===== src/rtl/alu_pkg.sv =====
// Shared opcode constants, FSM state enum and bus payload structs for alu_core / alu_arb.
package alu_pkg;

   localparam int unsigned DW_C  = 32;
   localparam int unsigned OP_W  = 5;
   localparam int unsigned SH_W  = 5;
   localparam int unsigned LANES = 2;

   localparam logic [OP_W-1:0] OP_NOP   = 5'b00000;
   localparam logic [OP_W-1:0] OP_LUI   = 5'b00001;
   localparam logic [OP_W-1:0] OP_AUIPC = 5'b00010;
   localparam logic [OP_W-1:0] OP_ADD   = 5'b00011;
   localparam logic [OP_W-1:0] OP_SUB   = 5'b00100;
   localparam logic [OP_W-1:0] OP_SLL   = 5'b01000;
   localparam logic [OP_W-1:0] OP_SRL   = 5'b01100;
   localparam logic [OP_W-1:0] OP_SRA   = 5'b11000;

   typedef enum logic [1:0] {
      IDLE = 2'd0,
      EXEC = 2'd1,
      RESP = 2'd2
   } state_t;

   // Captured request: operands, opcode and owning requester
   typedef struct packed {
      logic [DW_C-1:0] a;
      logic [DW_C-1:0] b;
      logic [OP_W-1:0] op;
      logic            id;
   } req_t;

   typedef struct packed {
      logic [DW_C-1:0] c;
      logic            zero;
      logic            id;
   } resp_t;

endpackage


===== src/rtl/alu_core.sv =====
// Combinational 32-bit ALU; unlisted opcodes produce zero so no prior result leaks through.
module alu_core
   import alu_pkg::*;
(
   input  logic [DW_C-1:0] A,
   input  logic [DW_C-1:0] B,
   input  logic [OP_W-1:0] op,
   output logic [DW_C-1:0] C,
   output logic            zero
);

   logic [SH_W-1:0] w_shamt;

   assign w_shamt = B[SH_W-1:0];

   always_comb begin
      C = '0;
      case (op)
         OP_NOP:           C = '0;
         OP_LUI, OP_AUIPC: C = B;
         OP_ADD:           C = A + B;
         OP_SUB:           C = A - B;
         OP_SLL:           C = A << w_shamt;
         OP_SRL:           C = A >> w_shamt;
         OP_SRA:           C = DW_C'($signed(A) >>> w_shamt);
         default:          C = '0;
      endcase
   end

   assign zero = (C == '0);

endmodule


===== src/rtl/alu_arb.sv =====
// Two-requester ALU front end: arbitrate, capture, execute for one cycle, hold response until taken.
// Define ALU_ARB_RR_EN for round-robin arbitration; default is fixed priority (lane 0 first).
module alu_arb
   import alu_pkg::*;
#(
   parameter int unsigned DW = 32
)
(
   input  logic                 clk,
   input  logic                 rst,
   input  logic [LANES-1:0]     req_valid,
   output logic [LANES-1:0]     req_ready,
   input  logic [2*DW-1:0]      req_a,
   input  logic [2*DW-1:0]      req_b,
   input  logic [2*OP_W-1:0]    req_op,
   output logic                 resp_valid,
   input  logic                 resp_ready,
   output logic                 resp_id,
   output logic [DW-1:0]        resp_c,
   output logic                 resp_zero
);

   state_t           r_state;
   state_t           w_state_nxt;
   req_t             r_req;
   req_t             w_req_sel;
   resp_t            r_resp;
   logic             r_resp_valid;
   logic             w_gnt_id;
   logic             w_accept;
   logic [LANES-1:0] w_req_ready;
   logic [DW_C-1:0]  w_alu_c;
   logic             w_alu_zero;

`ifdef ALU_ARB_RR_EN
   // Pointer names the lane that wins a tie; it flips away from whoever was just granted
   logic r_ptr;

   always_comb begin
      w_gnt_id = 1'b0;
      if (&req_valid) begin
         w_gnt_id = r_ptr;
      end else begin
         w_gnt_id = req_valid[1];
      end
   end

   always_ff @(posedge clk) begin
      if (rst) begin
         r_ptr <= 1'b0;
      end else if (w_accept) begin
         r_ptr <= ~w_gnt_id;
      end
   end
`else
   assign w_gnt_id = ~req_valid[0];
`endif

   // Operands of whichever lane wins this cycle
   always_comb begin
      w_req_sel    = '0;
      w_req_sel.a  = w_gnt_id ? req_a[2*DW-1:DW] : req_a[DW-1:0];
      w_req_sel.b  = w_gnt_id ? req_b[2*DW-1:DW] : req_b[DW-1:0];
      w_req_sel.op = w_gnt_id ? req_op[2*OP_W-1:OP_W] : req_op[OP_W-1:0];
      w_req_sel.id = w_gnt_id;
   end

   always_ff @(posedge clk) begin
      if (rst) begin
         r_state <= IDLE;
      end else begin
         r_state <= w_state_nxt;
      end
   end

   // Next state; grant is only offered from IDLE and never while reset is held
   always_comb begin
      w_state_nxt = r_state;
      w_accept    = 1'b0;
      w_req_ready = '0;
      case (r_state)
         IDLE: begin
            if (!rst && (|req_valid)) begin
               w_accept    = 1'b1;
               w_req_ready = w_gnt_id ? 2'b10 : 2'b01;
               w_state_nxt = EXEC;
            end
         end
         EXEC:    w_state_nxt = RESP;
         RESP: begin
            if (resp_ready) begin
               w_state_nxt = IDLE;
            end
         end
         default: w_state_nxt = IDLE;
      endcase
   end

   alu_core u_alu (
      .A    (r_req.a),
      .B    (r_req.b),
      .op   (r_req.op),
      .C    (w_alu_c),
      .zero (w_alu_zero)
   );

   // Capture on grant, latch ALU result in EXEC, drop valid once the consumer takes it
   always_ff @(posedge clk) begin
      if (rst) begin
         r_req        <= '0;
         r_resp       <= '0;
         r_resp_valid <= 1'b0;
      end else begin
         if (w_accept) begin
            r_req <= w_req_sel;
         end
         if (r_state == EXEC) begin
            r_resp.c     <= w_alu_c;
            r_resp.zero  <= w_alu_zero;
            r_resp.id    <= r_req.id;
            r_resp_valid <= 1'b1;
         end else if ((r_state == RESP) && resp_ready) begin
            r_resp_valid <= 1'b0;
         end
      end
   end

   assign req_ready  = w_req_ready;
   assign resp_valid = r_resp_valid;
   assign resp_id    = r_resp.id;
   assign resp_c     = r_resp.c;
   assign resp_zero  = r_resp.zero;

endmodule


===== config.mk =====
export PLATFORM = sky130hd
export DESIGN_NAME = alu_arb
export DESIGN_NICKNAME = d
export VERILOG_FILES = /design/src/rtl/alu_pkg.sv /design/src/rtl/alu_core.sv /design/src/rtl/alu_arb.sv
export SDC_FILE = /design/constraint.sdc
export NUM_CORES = 1
export LEC_CHECK = 0
export CAP_MARGIN = 20
export CORE_ASPECT_RATIO = 0.5
export CORE_UTILIZATION = 25
export DETAILED_ROUTE_END_ITERATION = 12
export GPL_ROUTABILITY_DRIVEN = 1
export PLACE_DENSITY_LB_ADDON = 0.3
export SYNTH_ARGS = -nofsm -noshare
export SYNTH_HDL_FRONTEND = slang
export SYNTH_SLANG_ARGS = --single-unit

===== constraint.sdc =====
create_clock -name clk -period 7.9 [get_ports clk]
set_clock_uncertainty 0.05 [all_clocks]
set_input_delay 2.37 -clock clk [delete_from_list [all_inputs] [get_ports clk]]
set_output_delay 2.37 -clock clk [all_outputs]
set_load 0.005 [all_outputs]

-- Word level (Yosys, flattened, before mapping)
Index checks and enable logic that the tools add are counted.
- shift operators: 3
- mux-type cells: 14
- div/mod/pow operators: 0
- multipliers: 0
- equal/unequal tests: 11
- bitwise logic cells: 1
- order comparisons: 0
- $add $sub $neg: 2
- reduce and logical (&&, ||, !) cells: 9
- operators by type and width (kind ; number):
    $pmux W32 S6 ; 1
    $mux W32 ; 2
    $add A32 B32 Y32 ; 1
    $logic_not A32 Y1 ; 1
    $shl A32 B5 Y32 ; 1
    $shr A32 B5 Y32 ; 1
    $sshr A32 B5 Y32 ; 1
    $sub A32 B32 Y32 ; 1
    $eq A5 B2 Y1 const B ; 2
    $eq A5 B4 Y1 const B ; 2
    $mux W2 ; 5
    $pmux W2 S3 ; 1
    $eq A5 B1 Y1 const B ; 1
    $eq A5 B3 Y1 const B ; 1
    $eq A5 B5 Y1 const B ; 1
    $mux W5 ; 1
    $mux W1 ; 4
    $ne A2 B2 Y1 const B ; 2
    $reduce_or A2 Y1 ; 2
    $eq A2 B1 Y1 const B ; 1
    $eq A2 B2 Y1 const B ; 1
    $logic_and A1 B1 Y1 ; 2
    $logic_not A2 Y1 ; 1
    $reduce_and A2 Y1 ; 1
    other kinds (3) ; 3
- bits of input ports: 143
- memory bits (writable): 0
- bits in read-only memories: 0
- memories: 0
- word-level logic and storage cells: 49
- output and inout port bits: 37
- bits in latches: 0
- flip-flop bits (word level): 107

-- Logic depth before layout (Yosys ltp)
- word-level depth: 4
- mapped depth: 23
- gate-level depth less buffers: 20

-- Modules after synthesis
Synthesis repeated with hierarchy kept, for this count alone.
- cell total of the unflattened synthesis: 1473
- area, all modules: 11623.6 µm²
- modules (own cells, without submodules) (module ; cells an instance ; area each (µm²) ; times used):
    alu_core ; 991 ; 6999.2 ; 1
    alu_arb ; 482 ; 4624.4 ; 1

-- Worst setup path before layout
Ideal clock, no wire load.
- kind: input-to-output
- from: input port req_valid[0]
- to: output port req_ready[1]
- required time: 5.480 ns
- buffers on the path: 2
- slack: 2.189 ns
- arrival: 3.291 ns
- stages on the path: 3
- cells stage by stage: clkbuf_1 -> clkbuf_1 -> and3b_1
- cells in the longest elaborated chain, start to end: 4
- elaborated cells between the ends (all ways): 5
- those cells by class: 3 x mux; 2 x reduce/logical
- RTL lines (what ; line ; RTL):
    start: declaration ; alu_arb.sv:11 ; input logic [LANES-1:0] req_valid,
    $reduce_or A2 Y1 ; alu_arb.sv:83 ; if (!rst && (|req_valid)) begin
    $logic_and A1 B1 Y1 ; alu_arb.sv:83 ;
    $mux W2 (*) ; alu_arb.sv:83 ;
    $mux W2 (*) ; alu_arb.sv:81 ; case (r_state)
    end: declaration ; alu_arb.sv:12 ; output logic [LANES-1:0] req_ready,
Mark *: on every way between the ends. The rest lies on a longest branch, timed or not.

-- Worst setup path in the final report
- from: input port rst
- to: output port req_ready[1]
- cells in the longest elaborated chain, start to end: 4
- RTL lines (what ; line ; RTL):
    start: declaration ; alu_arb.sv:10 ; input logic rst,
    $logic_not A1 Y1 ; alu_arb.sv:83 ;
    $logic_and A1 B1 Y1 ; alu_arb.sv:83 ;
    $mux W2 ; alu_arb.sv:83 ;
    $mux W2 ; alu_arb.sv:81 ;
Every way passes these cells.

==> tab_implementation.tex <==
\begin{tabular}{lr}
\hline
Metric & Value \\
\hline
\multicolumn{2}{l}{\textbf{Yosys}} \\
Yosys reg bits & approximately 110 \\
Count of flip-flops with a built-in enable after synthesis & 0 \\
Avg Cell Area, Syn & around 7.9 sq um \\
Fraction of registers with async set/reset & 0\% \\
Synthesized net count & 1644 \\
Sequential share of the synthesized area & 18.5\% \\
Synth Warn \# & 0 \\
Number of library cell types mapped by synthesis & 83 \\
Ys flop type & dfxtp\_1 \\
Mapped Cells & 1467 \\
Synthesized area & approximately 12000 sq um \\
\multicolumn{2}{l}{\textbf{Setup path}} \\
Highest net fanout along the worst path & 37 \\
Number of cells on the worst reg-to-reg path & 18 \\
WS Path Type & in -> out \\
CP arrival & about 3600 ps \\
Kind of end point of the critical path & primary output \\
Startpoint type of the worst setup path & primary input \\
Required time at the endpoint of the critical path & approximately 5500 ps \\
\multicolumn{2}{l}{\textbf{Timing}} \\
Final Max Slew Viols & 0 \\
Max Clk Rate & 166 MHz \\
Setup repair after global routing missed its margin & no \\
Final period demand of the worst path & approximately 6000 ps \\
Setup Viol. Count Final & 0 \\
Setup Total Neg Slack & 0 ps \\
Slew @ Worst Pin & slightly above 1000 ps \\
Worst relative slew slack & 32.3\% \\
Tcrit/Tclk final & approximately three quarters \\
Hold violation count in the final report & 0 \\
\multicolumn{2}{l}{\textbf{Clock network}} \\
Number of buffers inserted to repair setup after CTS & 0 \\
Clock network latency to the later pin of the worst-skew pair & roughly 400 ps \\
TritonCTS clock tree & done \\
Number of hold buffers added after CTS & 0 \\
TritonCTS buffer count & 9 \\
Number of H-tree branching levels & 3 \\
Clock transition at the registers of the reported paths & 80 ps \\
Clock sink count & between 100 and 150 \\
Maximum clock path buffer count & 2 \\
PostCTS Resize Cnt & 0 \\
Root buf cell & clkbuf\_16 \\
\multicolumn{2}{l}{\textbf{Drt}} \\
Router iterations before antenna repair & 6 \\
Residual DRC count & 0 \\
Via count & $\sim$13000 \\
Drt wl/cell & 23.9 um \\
Antenna violation net count after detailed routing & 0 \\
Total length of routed wires & approximately 52000 um \\
Per-cell via count in the routed design & $\sim$5.7 \\
Number of DRC violations after detailed-routing iteration 0 & 1469 \\
\multicolumn{2}{l}{\textbf{Cells and area}} \\
Filler Cells Inserted & around 4800 \\
Post-layout net count & about 1700 \\
Summed area of non-filler cells in the final layout & $\sim$14000 sq um \\
Synth-to-layout area growth & 21.6\% \\
Ratio of cells with drive above 1 in the final layout & $\sim$9.3\% \\
Combined flip-flop and latch cell area & 2150 sq um \\
Commonest cells after routing, fill and taps aside & 185 x nor2\_1, 177 x clkdlybuf4s50\_1, 137 x mux2i\_1 \\
Area of combinational cells with multiple inputs & approximately 8800 sq um \\
Leading cell type in the layout, fill and taps excluded & nor2\_1 \\
\multicolumn{2}{l}{\textbf{Power}} \\
Worst-case vdd ir drop & about 0.091 mV \\
Cell Pwr Density & about 180 nW/um\^{}2 \\
LEAKAGE & around 5.1 nW \\
\multicolumn{2}{l}{\textbf{GRT}} \\
Antenna violations before repair & 1 \\
Overall global routing resource usage & 21.5\% \\
Leftover overflow at the end of global routing & 0 \\
Vias in the first global route & 11100 \\
Largest net degree at the start of global routing & 95 \\
Wire length of the first global-routing pass & roughly 76000 um \\
\multicolumn{2}{l}{\textbf{Floorplan}} \\
Initial standard-cell utilization of the core & around 25\% \\
Die Width & 307 um \\
Core region area & roughly 45000 sq um \\
Number of standard-cell rows in the floorplan & 55 \\
Die outline area & 47300 sq um \\
Number of top-level design ports & between 150 and 200 \\
Die boundary height & approximately 150 um \\
\multicolumn{2}{l}{\textbf{Place}} \\
DP Wirelength & around 40000 um \\
Port Buffers & about 180 \\
Weighted congestion at the end of routability-driven global placement & roughly 1.1 \\
Placed standard-cell area & between 10000 and 15000 sq um \\
\multicolumn{2}{l}{\textbf{Run}} \\
Number of max-capacitance violations reported & 0 \\
\multicolumn{2}{l}{\textbf{Min path}} \\
Worst min-delay path class & reg -> reg \\
Count of cells along the worst hold path & 2 \\
\multicolumn{2}{l}{\textbf{Outcome}} \\
Run status & complete, no violations \\
\hline
\end{tabular}
layer usage:
layer	vias to the layer above	share of wire, %	GRT usage [%]	routed length, um
met4	0	2.1	5.19	1090
met2	588	41	30.6	21500
met5	-	0	0	0
met1	6095	47	32.2	24500
met3	68	9.5	4.69	4920
li1	5756	-	-	-
metrics by stage:
stage                     worst slack, ps  util (%)  hold WS (ps)  instances  power, mW
after floorplan                      2190         -           382       1467       1.53
final                                1870      31.0           417       2181       2.49
after global placement               1870      30.4           399       2163       2.00
after detailed placement             1860      30.4           410       2163       2.00
after global routing                 1760      31.0           457       2179       2.63
after CTS                            1850      31.0           423       2179       2.48
sequential cells by signal, indices dropped and copies added, names as in the netlist:
signal	count
resp_zero	1
resp_c	32
r_state	2
resp_id	1
r_req	70
resp_valid	1
worst paths after layout:
kind	slack [ps]	start	end
setup / recovery	1870	rst	req_ready[1]
hold / removal	420	r_req[0]	resp_id
setup reg to reg	2370	r_req[6]	resp_zero
hold reg to reg	420	r_req[0]	resp_id
final cells by class:
type,instances,area share [%]
Multi-Input combinational cell,1202,62.5
Sequential cell,107,15.2
Timing Repair Buffer,205,14.1
Tap cell,627,5.56
Clock buffer,9,1.60
Inverter,22,0.585
Clock inverter,7,0.444
Antenna cell,2,0.0355
critical path, cell delays in order:
cell and delay, ps:
buf_4 230, nor3_1 300, and3b_1 210, clkdlybuf4s50_1 490
power by group:
part	leakage, nW	internal [mW]	switching, mW
clock	0.135	0.219	0.248
sequential	0.883	0.593	0.140
combinational	4.12	0.527	0.767
total	5.14	1.34	1.16
synthesized netlist by cell type (9+ instances only):
library cell	count	area [sq um]
xnor2_1	22	193
mux2_2	27	304
nor2b_1	13	81.3
nand2_1	117	439
o22ai_1	9	56.3
o211ai_1	22	165
a22oi_1	9	67.6
o31ai_1	9	67.6
a21o_1	10	75.1
mux2i_1	137	1370
nor3_1	31	155
a211oi_1	116	871
and2_1	9	56.3
nand3_1	40	200
a221oi_1	10	87.6
o21ai_0	54	270
and3_1	14	87.6
buf_2	24	120
nor2_1	185	694
dfxtp_1	107	2140
a31oi_1	11	68.8
buf_1	15	56.3
xor2_1	27	236
ha_1	33	413
nand4_1	15	93.8
clkbuf_1	89	334
inv_1	20	75.1
nand2b_1	13	81.3
a21oi_1	91	455
mux4_2	44	991
kinds of logic (layout without fill, tap and decap cells):
group	after synthesis	count (layout)	share of synthesized area, %
flops	107	107	18.5
other cells	0	2	0
simple gates	484	484	19.6
fa+ha+maj	34	34	3.73
buf+inv	158	243	5.73
mux	209	209	23.1
compound gates	426	426	25.6
xor+xnor	49	49	3.70
No activity file was read; power rests on OpenSTA's default activity.
